<file path="src/rtl/vram_arbiter_if.sv">
// Bundles the requester-side and memory-side buses of the video-memory arbiter.
// slave: the arbiter's view. master: the requester/memory environment's view.
interface vram_arbiter_if #(
    parameter int unsigned NUM_REQ = 3
);
    logic [32*NUM_REQ-1:0] req_in_data;
    logic [16*NUM_REQ-1:0] req_in_addr;
    logic [4*NUM_REQ-1:0]  req_in_wben;
    logic [NUM_REQ-1:0]    req_in_op;
    logic [NUM_REQ-1:0]    req_in_rts;
    logic [NUM_REQ-1:0]    req_out_rtr;
    logic [31:0]           req_out_rdata;
    logic [NUM_REQ-1:0]    req_out_rvalid;
    logic [31:0]           mem_out_data;
    logic [15:0]           mem_out_addr;
    logic [3:0]            mem_out_wben;
    logic                  mem_out_op;
    logic                  mem_out_rts;
    logic                  mem_in_rtr;
    logic [31:0]           mem_in_rdata;
    logic                  mem_in_rvalid;
    logic                  arb_err;

    modport slave (
        input  req_in_data, req_in_addr, req_in_wben, req_in_op, req_in_rts,
        input  mem_in_rtr, mem_in_rdata, mem_in_rvalid,
        output req_out_rtr, req_out_rdata, req_out_rvalid,
        output mem_out_data, mem_out_addr, mem_out_wben, mem_out_op, mem_out_rts,
        output arb_err
    );

    modport master (
        output req_in_data, req_in_addr, req_in_wben, req_in_op, req_in_rts,
        output mem_in_rtr, mem_in_rdata, mem_in_rvalid,
        input  req_out_rtr, req_out_rdata, req_out_rvalid,
        input  mem_out_data, mem_out_addr, mem_out_wben, mem_out_op, mem_out_rts,
        input  arb_err
    );
endinterface

</file>
<file path="src/rtl/vram_arbiter.sv">
// Round-robin arbiter sharing one video-memory port between NUM_REQ engines, with a
// one-entry registered output stage and an in-order tag FIFO routing read data back.
module vram_arbiter #(
    parameter int unsigned NUM_REQ   = 3,
    parameter int unsigned TAG_DEPTH = 4
) (
    input logic           clk,
    input logic           rst_,
    vram_arbiter_if.slave bus
);

    localparam int unsigned IDX_W = (NUM_REQ > 1) ? $clog2(NUM_REQ) : 1;
    localparam int unsigned PTR_W = (TAG_DEPTH > 1) ? $clog2(TAG_DEPTH) : 1;
    localparam int unsigned CNT_W = $clog2(TAG_DEPTH + 1);

    typedef logic [IDX_W-1:0] idx_t;

    // Arbitration state
    idx_t             ptr_q;
    logic [CNT_W-1:0] rsv_q, rsv_d;

    // Output stage
    logic             vld_q;
    logic [31:0]      data_q;
    logic [15:0]      addr_q;
    logic [3:0]       wben_q;
    logic             op_q;

    // Tag FIFO and read return
    idx_t             tag_mem [TAG_DEPTH];
    logic [PTR_W:0]   wr_q, rd_q;
    logic             fifo_empty, push, pop;
    idx_t             head;
    logic [NUM_REQ-1:0] rvalid_q, rvalid_d;
    logic [31:0]      rdata_q;
    logic             err_q;

    // Grant
    logic               stage_free, rsv_avail, gnt_vld, rsv_inc;
    logic [NUM_REQ-1:0] elig, gnt;
    idx_t               win;
    logic [31:0]        win_data;
    logic [15:0]        win_addr;
    logic [3:0]         win_wben;
    logic               win_op;

    assign stage_free = !vld_q || bus.mem_in_rtr;
    assign rsv_avail  = rsv_q < CNT_W'(TAG_DEPTH);
    assign elig       = bus.req_in_rts & (bus.req_in_op | {NUM_REQ{rsv_avail}});

    always_comb begin
        int   idx;
        idx_t cand;
        logic found;
        idx     = 0;
        cand    = '0;
        found   = 1'b0;
        win     = ptr_q;
        gnt     = '0;
        for (int k = 1; k <= int'(NUM_REQ); k++) begin
            idx  = (int'(ptr_q) + k) % int'(NUM_REQ);
            cand = idx_t'(idx);
            if (!found && elig[cand]) begin
                found = 1'b1;
                win   = cand;
            end
        end
        // Grants are suppressed while reset is asserted so every output reads 0.
        gnt_vld = found && stage_free && rst_;
        if (gnt_vld) gnt[win] = 1'b1;
    end

    always_comb begin
        win_data = bus.req_in_data[32*int'(win) +: 32];
        win_addr = bus.req_in_addr[16*int'(win) +: 16];
        win_wben = bus.req_in_wben[4*int'(win) +: 4];
        win_op   = bus.req_in_op[win];
    end

    assign rsv_inc    = gnt_vld && !win_op;
    assign fifo_empty = (wr_q == rd_q);
    // ptr_q always names the owner of the stage: both change only on a grant.
    assign push       = vld_q && bus.mem_in_rtr && !op_q;
    assign pop        = bus.mem_in_rvalid && !fifo_empty;
    assign head       = tag_mem[rd_q[PTR_W-1:0]];

    always_comb begin
        rsv_d    = rsv_q + CNT_W'(rsv_inc) - CNT_W'(pop);
        rvalid_d = '0;
        if (pop) rvalid_d[head] = 1'b1;
    end

    always_ff @(posedge clk or negedge rst_) begin
        if (!rst_) begin
            ptr_q  <= idx_t'(NUM_REQ - 1);
            rsv_q  <= '0;
            vld_q  <= 1'b0;
            data_q <= '0;
            addr_q <= '0;
            wben_q <= '0;
            op_q   <= 1'b0;
        end else begin
            rsv_q <= rsv_d;
            if (gnt_vld) begin
                ptr_q  <= win;
                vld_q  <= 1'b1;
                data_q <= win_data;
                addr_q <= win_addr;
                wben_q <= win_op ? win_wben : 4'h0;
                op_q   <= win_op;
            end else if (bus.mem_in_rtr) begin
                vld_q <= 1'b0;
            end
        end
    end

    always_ff @(posedge clk or negedge rst_) begin
        if (!rst_) begin
            wr_q     <= '0;
            rd_q     <= '0;
            rvalid_q <= '0;
            rdata_q  <= '0;
            err_q    <= 1'b0;
        end else begin
            if (push) wr_q <= wr_q + 1'b1;
            if (pop) begin
                rd_q    <= rd_q + 1'b1;
                rdata_q <= bus.mem_in_rdata;
            end
            rvalid_q <= rvalid_d;
            if (bus.mem_in_rvalid && fifo_empty) err_q <= 1'b1;
        end
    end

    always_ff @(posedge clk) begin
        if (push) tag_mem[wr_q[PTR_W-1:0]] <= ptr_q;
    end

    assign bus.req_out_rtr    = gnt;
    assign bus.req_out_rvalid = rvalid_q;
    assign bus.req_out_rdata  = rdata_q;
    assign bus.mem_out_data   = data_q;
    assign bus.mem_out_addr   = addr_q;
    assign bus.mem_out_wben   = wben_q;
    assign bus.mem_out_op     = op_q;
    assign bus.mem_out_rts    = vld_q;
    assign bus.arb_err        = err_q;

endmodule

</file>
<file path="src/flat_wrapper.sv">
// flat-port wrapper written by rule: the top's interface ports become plain ports
module vram_arbiter_flat 
#(
    parameter int unsigned NUM_REQ   = 3,
    parameter int unsigned TAG_DEPTH = 4
)
  (clk, rst_, bus_req_in_data, bus_req_in_addr, bus_req_in_wben, bus_req_in_op, bus_req_in_rts, bus_mem_in_rtr, bus_mem_in_rdata, bus_mem_in_rvalid, bus_req_out_rtr, bus_req_out_rdata, bus_req_out_rvalid, bus_mem_out_data, bus_mem_out_addr, bus_mem_out_wben, bus_mem_out_op, bus_mem_out_rts, bus_arb_err);
  vram_arbiter_if #(.NUM_REQ(NUM_REQ)) bus_i ();
  input logic clk;
  input logic rst_;
  input wire logic [$bits(bus_i.req_in_data)-1:0] bus_req_in_data;
  input wire logic [$bits(bus_i.req_in_addr)-1:0] bus_req_in_addr;
  input wire logic [$bits(bus_i.req_in_wben)-1:0] bus_req_in_wben;
  input wire logic [$bits(bus_i.req_in_op)-1:0] bus_req_in_op;
  input wire logic [$bits(bus_i.req_in_rts)-1:0] bus_req_in_rts;
  input wire logic [$bits(bus_i.mem_in_rtr)-1:0] bus_mem_in_rtr;
  input wire logic [$bits(bus_i.mem_in_rdata)-1:0] bus_mem_in_rdata;
  input wire logic [$bits(bus_i.mem_in_rvalid)-1:0] bus_mem_in_rvalid;
  output wire logic [$bits(bus_i.req_out_rtr)-1:0] bus_req_out_rtr;
  output wire logic [$bits(bus_i.req_out_rdata)-1:0] bus_req_out_rdata;
  output wire logic [$bits(bus_i.req_out_rvalid)-1:0] bus_req_out_rvalid;
  output wire logic [$bits(bus_i.mem_out_data)-1:0] bus_mem_out_data;
  output wire logic [$bits(bus_i.mem_out_addr)-1:0] bus_mem_out_addr;
  output wire logic [$bits(bus_i.mem_out_wben)-1:0] bus_mem_out_wben;
  output wire logic [$bits(bus_i.mem_out_op)-1:0] bus_mem_out_op;
  output wire logic [$bits(bus_i.mem_out_rts)-1:0] bus_mem_out_rts;
  output wire logic [$bits(bus_i.arb_err)-1:0] bus_arb_err;
  assign bus_i.req_in_data = bus_req_in_data;
  assign bus_i.req_in_addr = bus_req_in_addr;
  assign bus_i.req_in_wben = bus_req_in_wben;
  assign bus_i.req_in_op = bus_req_in_op;
  assign bus_i.req_in_rts = bus_req_in_rts;
  assign bus_i.mem_in_rtr = bus_mem_in_rtr;
  assign bus_i.mem_in_rdata = bus_mem_in_rdata;
  assign bus_i.mem_in_rvalid = bus_mem_in_rvalid;
  assign bus_req_out_rtr = bus_i.req_out_rtr;
  assign bus_req_out_rdata = bus_i.req_out_rdata;
  assign bus_req_out_rvalid = bus_i.req_out_rvalid;
  assign bus_mem_out_data = bus_i.mem_out_data;
  assign bus_mem_out_addr = bus_i.mem_out_addr;
  assign bus_mem_out_wben = bus_i.mem_out_wben;
  assign bus_mem_out_op = bus_i.mem_out_op;
  assign bus_mem_out_rts = bus_i.mem_out_rts;
  assign bus_arb_err = bus_i.arb_err;
  vram_arbiter #(.NUM_REQ(NUM_REQ), .TAG_DEPTH(TAG_DEPTH)) u_core (.clk(clk), .rst_(rst_), .bus(bus_i));
endmodule
</file>
<file path="config.mk">
export PLATFORM = sky130hd
export DESIGN_NAME = vram_arbiter_flat
export DESIGN_NICKNAME = d
export VERILOG_FILES = /design/src/rtl/vram_arbiter_if.sv /design/src/rtl/vram_arbiter.sv /design/src/flat_wrapper.sv
export SDC_FILE = /design/constraint.sdc
export NUM_CORES = 1
export LEC_CHECK = 0
export CORE_AREA = 2 2 117 119
export DETAILED_ROUTE_END_ITERATION = 10
export DIE_AREA = 0 0 119 121
export PLACE_DENSITY = 0.9
export SKIP_CTS_REPAIR_TIMING = 1
export SLEW_MARGIN = 30
export SYNTH_ARGS = -nofsm -noshare
export SYNTH_HDL_FRONTEND = slang
export SYNTH_SLANG_ARGS = --single-unit
</file>
<file path="constraint.sdc">
create_clock -name clk -period 10.5 [get_ports clk]
set_input_delay 1.575 -clock clk [delete_from_list [all_inputs] [get_ports clk]]
set_output_delay 1.575 -clock clk [all_outputs]
set_load 0.01 [all_outputs]
</file>
==> impl_metrics.toml <==
[clock_network]
cts.sinks = 109
clock_path_buffers = 2
clockRootBuffer = "clkbuf_16"
numCtsBuffers = 9
clkLatencyLatePin_ns = 0.35
clkSlewWorstSetupHoldPaths_ns = 0.07
cts_tree = "yes"
ctsHtreeMaxLevel = 3

[placement]
dp_hpwl_um = 12800
numPortBuffers = 290
globalplace.congestion = 0.920

[route]
drtAntennaViolNets = 0
dr_wl_met2_um = 8720
drc_errors = 0
wire_per_inst_um = 17.1
first_pass_iters = 5
drt_iter0_markers = 274
wl_met3_um = 1540
routed_wl_um = 17200
viasPerCell = 5.16
wl_met1_um = 6620
vias = 5194
highest_layer = "met4"

[synth]
yosys.area.top_type = "dfrtp_1"
syn_nets = 766
synth.avg_cell_area_um2 = 10.0
synth_seq_cells = 109
netlist_area_mm2 = 0.00558
synthCells = 557
synthTopCellsByArea = "dfrtp_1, mux2_1, a221oi_1"
ys_async_sr_fraction_pct = 92.7
post-synth-top-area-fraction_pct = 44.8
yosys-top-cells-count = "nand2_1, nor2_1, dfrtp_1"
yosysWarnings = 0
yosysMostFrequentCell = "nand2_1"
synth_edf_count = 8
ys_seq_area_share_pct = 49.6
ys.flop_type = "dfrtp_1"
ys_types = 54

[final_layout]
diodes = 0
syn2layout_area_growth_pct = 59.0
num-nets-final = 1035
drive_gt1_share_pct = 6.26

[power_and_ir_drop]
p_leak_nw = 3.72
intPower_w = 0.00162
power_density_mw_per_mm2 = 312
pwr-share-comb_pct = 59.7
power_switching_w = 0.00114
swShare_pct = 41.3
pwr-share-clk_pct = 13.0
ir_worst_vdd_v = 0.000389
p_seq_share_pct = 27.4

[floorplanning]
die_area_mm2 = 0.0144
chipHeight_um = 121
io-pin-count = 291
coreArea_mm2 = 0.0131
num_rows = 42
initial_core_util_pct = 42.7
die-width_um = 119

[sta]
final-max-slew-violation-count = 0
setup_tns_ns = 0
hold_ws_ns = 0.475
max_freq_mhz = 154
finalClockSkew_ns = 0.00762
fin_crit_sh_pct = 61.9
setup_viol = 0
min_period_ns = 6.50
worst_slew_pin_slew_ns = 0.775
rsz0062_at_grt = "no"
maxSlewHeadroom_pct = 48.3
hold_viol_final = 0

[flow_run]
maxCapViolations = 0

[global_route]
gr-total-overflow = 0
grt_usage_pct = 24.2
antenna_found_initial = 0
grt_max_degree = 59
grt_pass1_wl_um = 27100
first_global_vias = 5222

[hold_path]
hp-class = "reg -> reg"

[worst_setup_path]
crit_arrival_ns = 4.93
cp-end-kind = "output pin"
worstPathRequired_ns = 8.93
worst_setup_path_start_kind = "input pin"
worstSetupPathType = "in -> out"
worstPathMaxFanout = 50

[status]
outcome = "complete, no violations"
==> routing by layer <==
metal  GRT usage, %  up-vias
li1               -     2472
met1           27.9     2443
met2           42.8      254
met3           7.10       25
met4           8.33        0
met5              0        -
==> path summary, 6_finish.rpt <==
check                                                         start                                        to  slack, ns  cells past startpoint
hold / removal             u_core.bus.req_out_rdata[15]$_DFFE_PN0P_  u_core.bus.req_out_rdata[15]$_DFFE_PN0P_       0.48                      2
min in group asynchronous                                      rst_  u_core.bus.req_out_rdata[30]$_DFFE_PN0P_       1.25                      1
setup / recovery                                   bus_req_in_op[2]                        bus_req_out_rtr[1]       4.00                      9
setup reg to reg                        u_core.ptr_q[0]$_DFFE_PN0P_                 u_core.rsv_q[2]$_DFF_PN0_       5.92                     13
max in group asynchronous                                      rst_   u_core.bus.mem_out_data[26]$_DFFE_PN0P_       8.16                      2
hold reg to reg            u_core.bus.req_out_rdata[15]$_DFFE_PN0P_  u_core.bus.req_out_rdata[15]$_DFFE_PN0P_       0.48                      2
==> final cells by class <==
type | instances | area [um^2]
Clock buffer | 10 | 229
Clock inverter | 6 | 86.3
Fill cell | 992 | 4210
Inverter | 16 | 61.3
Multi-Input combinational cell | 394 | 2560
Sequential cell | 109 | 2770
Tap cell | 176 | 220
Timing Repair Buffer | 296 | 2950
==> state kept, by name, summed over array words and instances, names as in the netlist <==
| name | count |
|---|---|
| u_core.bus.mem_out_data | 32 |
| u_core.bus.mem_out_op | 1 |
| u_core.bus.arb_err | 1 |
| u_core.bus.mem_out_wben | 4 |
| u_core.ptr_q | 2 |
| u_core.bus.req_out_rdata | 32 |
| u_core.bus.req_out_rvalid | 3 |
| u_core.rsv_q | 3 |
| u_core.tag_mem | 8 |
| u_core.wr_q | 3 |
| u_core.bus.mem_out_rts | 1 |
| u_core.bus.mem_out_addr | 16 |
| u_core.rd_q | 3 |
==> placed cells by master, fill, tap and decap left out, types with 7 or more instances in the layout <==
master / instances
buf_4: 7
edfxtp_1: 8
mux2_1: 37
dfrtp_1: 100
clkbuf_16: 9
nor2_1: 102
ha_1: 10
nand2_1: 104
xnor2_1: 8
inv_1: 13
a221oi_1: 45
mux2_2: 11
clkdlybuf4s50_1: 289
==> through the flow <==
step	utilization (%)	cells	area, um^2	total power (W)	worst slack (ns)
3_5_place_dp	65.4	991	8560	0.00243	4.25
2_1_floorplan	-	557	5580	0.00181	5.80
4_1_cts	67.8	1007	8870	0.00279	4.24
6_report	67.8	1007	8880	0.00277	4.00
3_3_place_gp	65.4	991	8560	0.00238	4.34
5_1_grt	67.8	1007	8880	0.00297	3.74
==> cell families after synthesis <==
kind of cell,count (synthesis),share of synthesized area (%)
compound gates,84,13.2
buf+inv,54,4.66
xor+xnor,9,1.41
simple gates,239,17.8
fa+ha+maj,11,2.60
mux,51,10.8
flops,109,49.6
==> critical path: stages <==
cell and delay, ns:
clkdlybuf4s50_1 0.47, nand2b_1 0.22, a31oi_1 0.14, a221oi_2 0.31
or2_1 0.21, o22a_1 0.38, clkinv_2 0.68, nor2_1 0.35
clkdlybuf4s50_1 0.58
==> power groups by stage <==
| stage | Clock [W] | Combinational [W] | Sequential (W) |
|---|---|---|---|
| floorplan | 0 | 0.000979 | 0.000827 |
| global placement | 0 | 0.00163 | 0.000753 |
| detailed placement | 0 | 0.00166 | 0.000764 |
| CTS | 0.000367 | 0.00167 | 0.000758 |
| global route | 0.000382 | 0.00181 | 0.000784 |
| finish | 0.000359 | 0.00165 | 0.000757 |
Power figures use the tool's default switching activity.
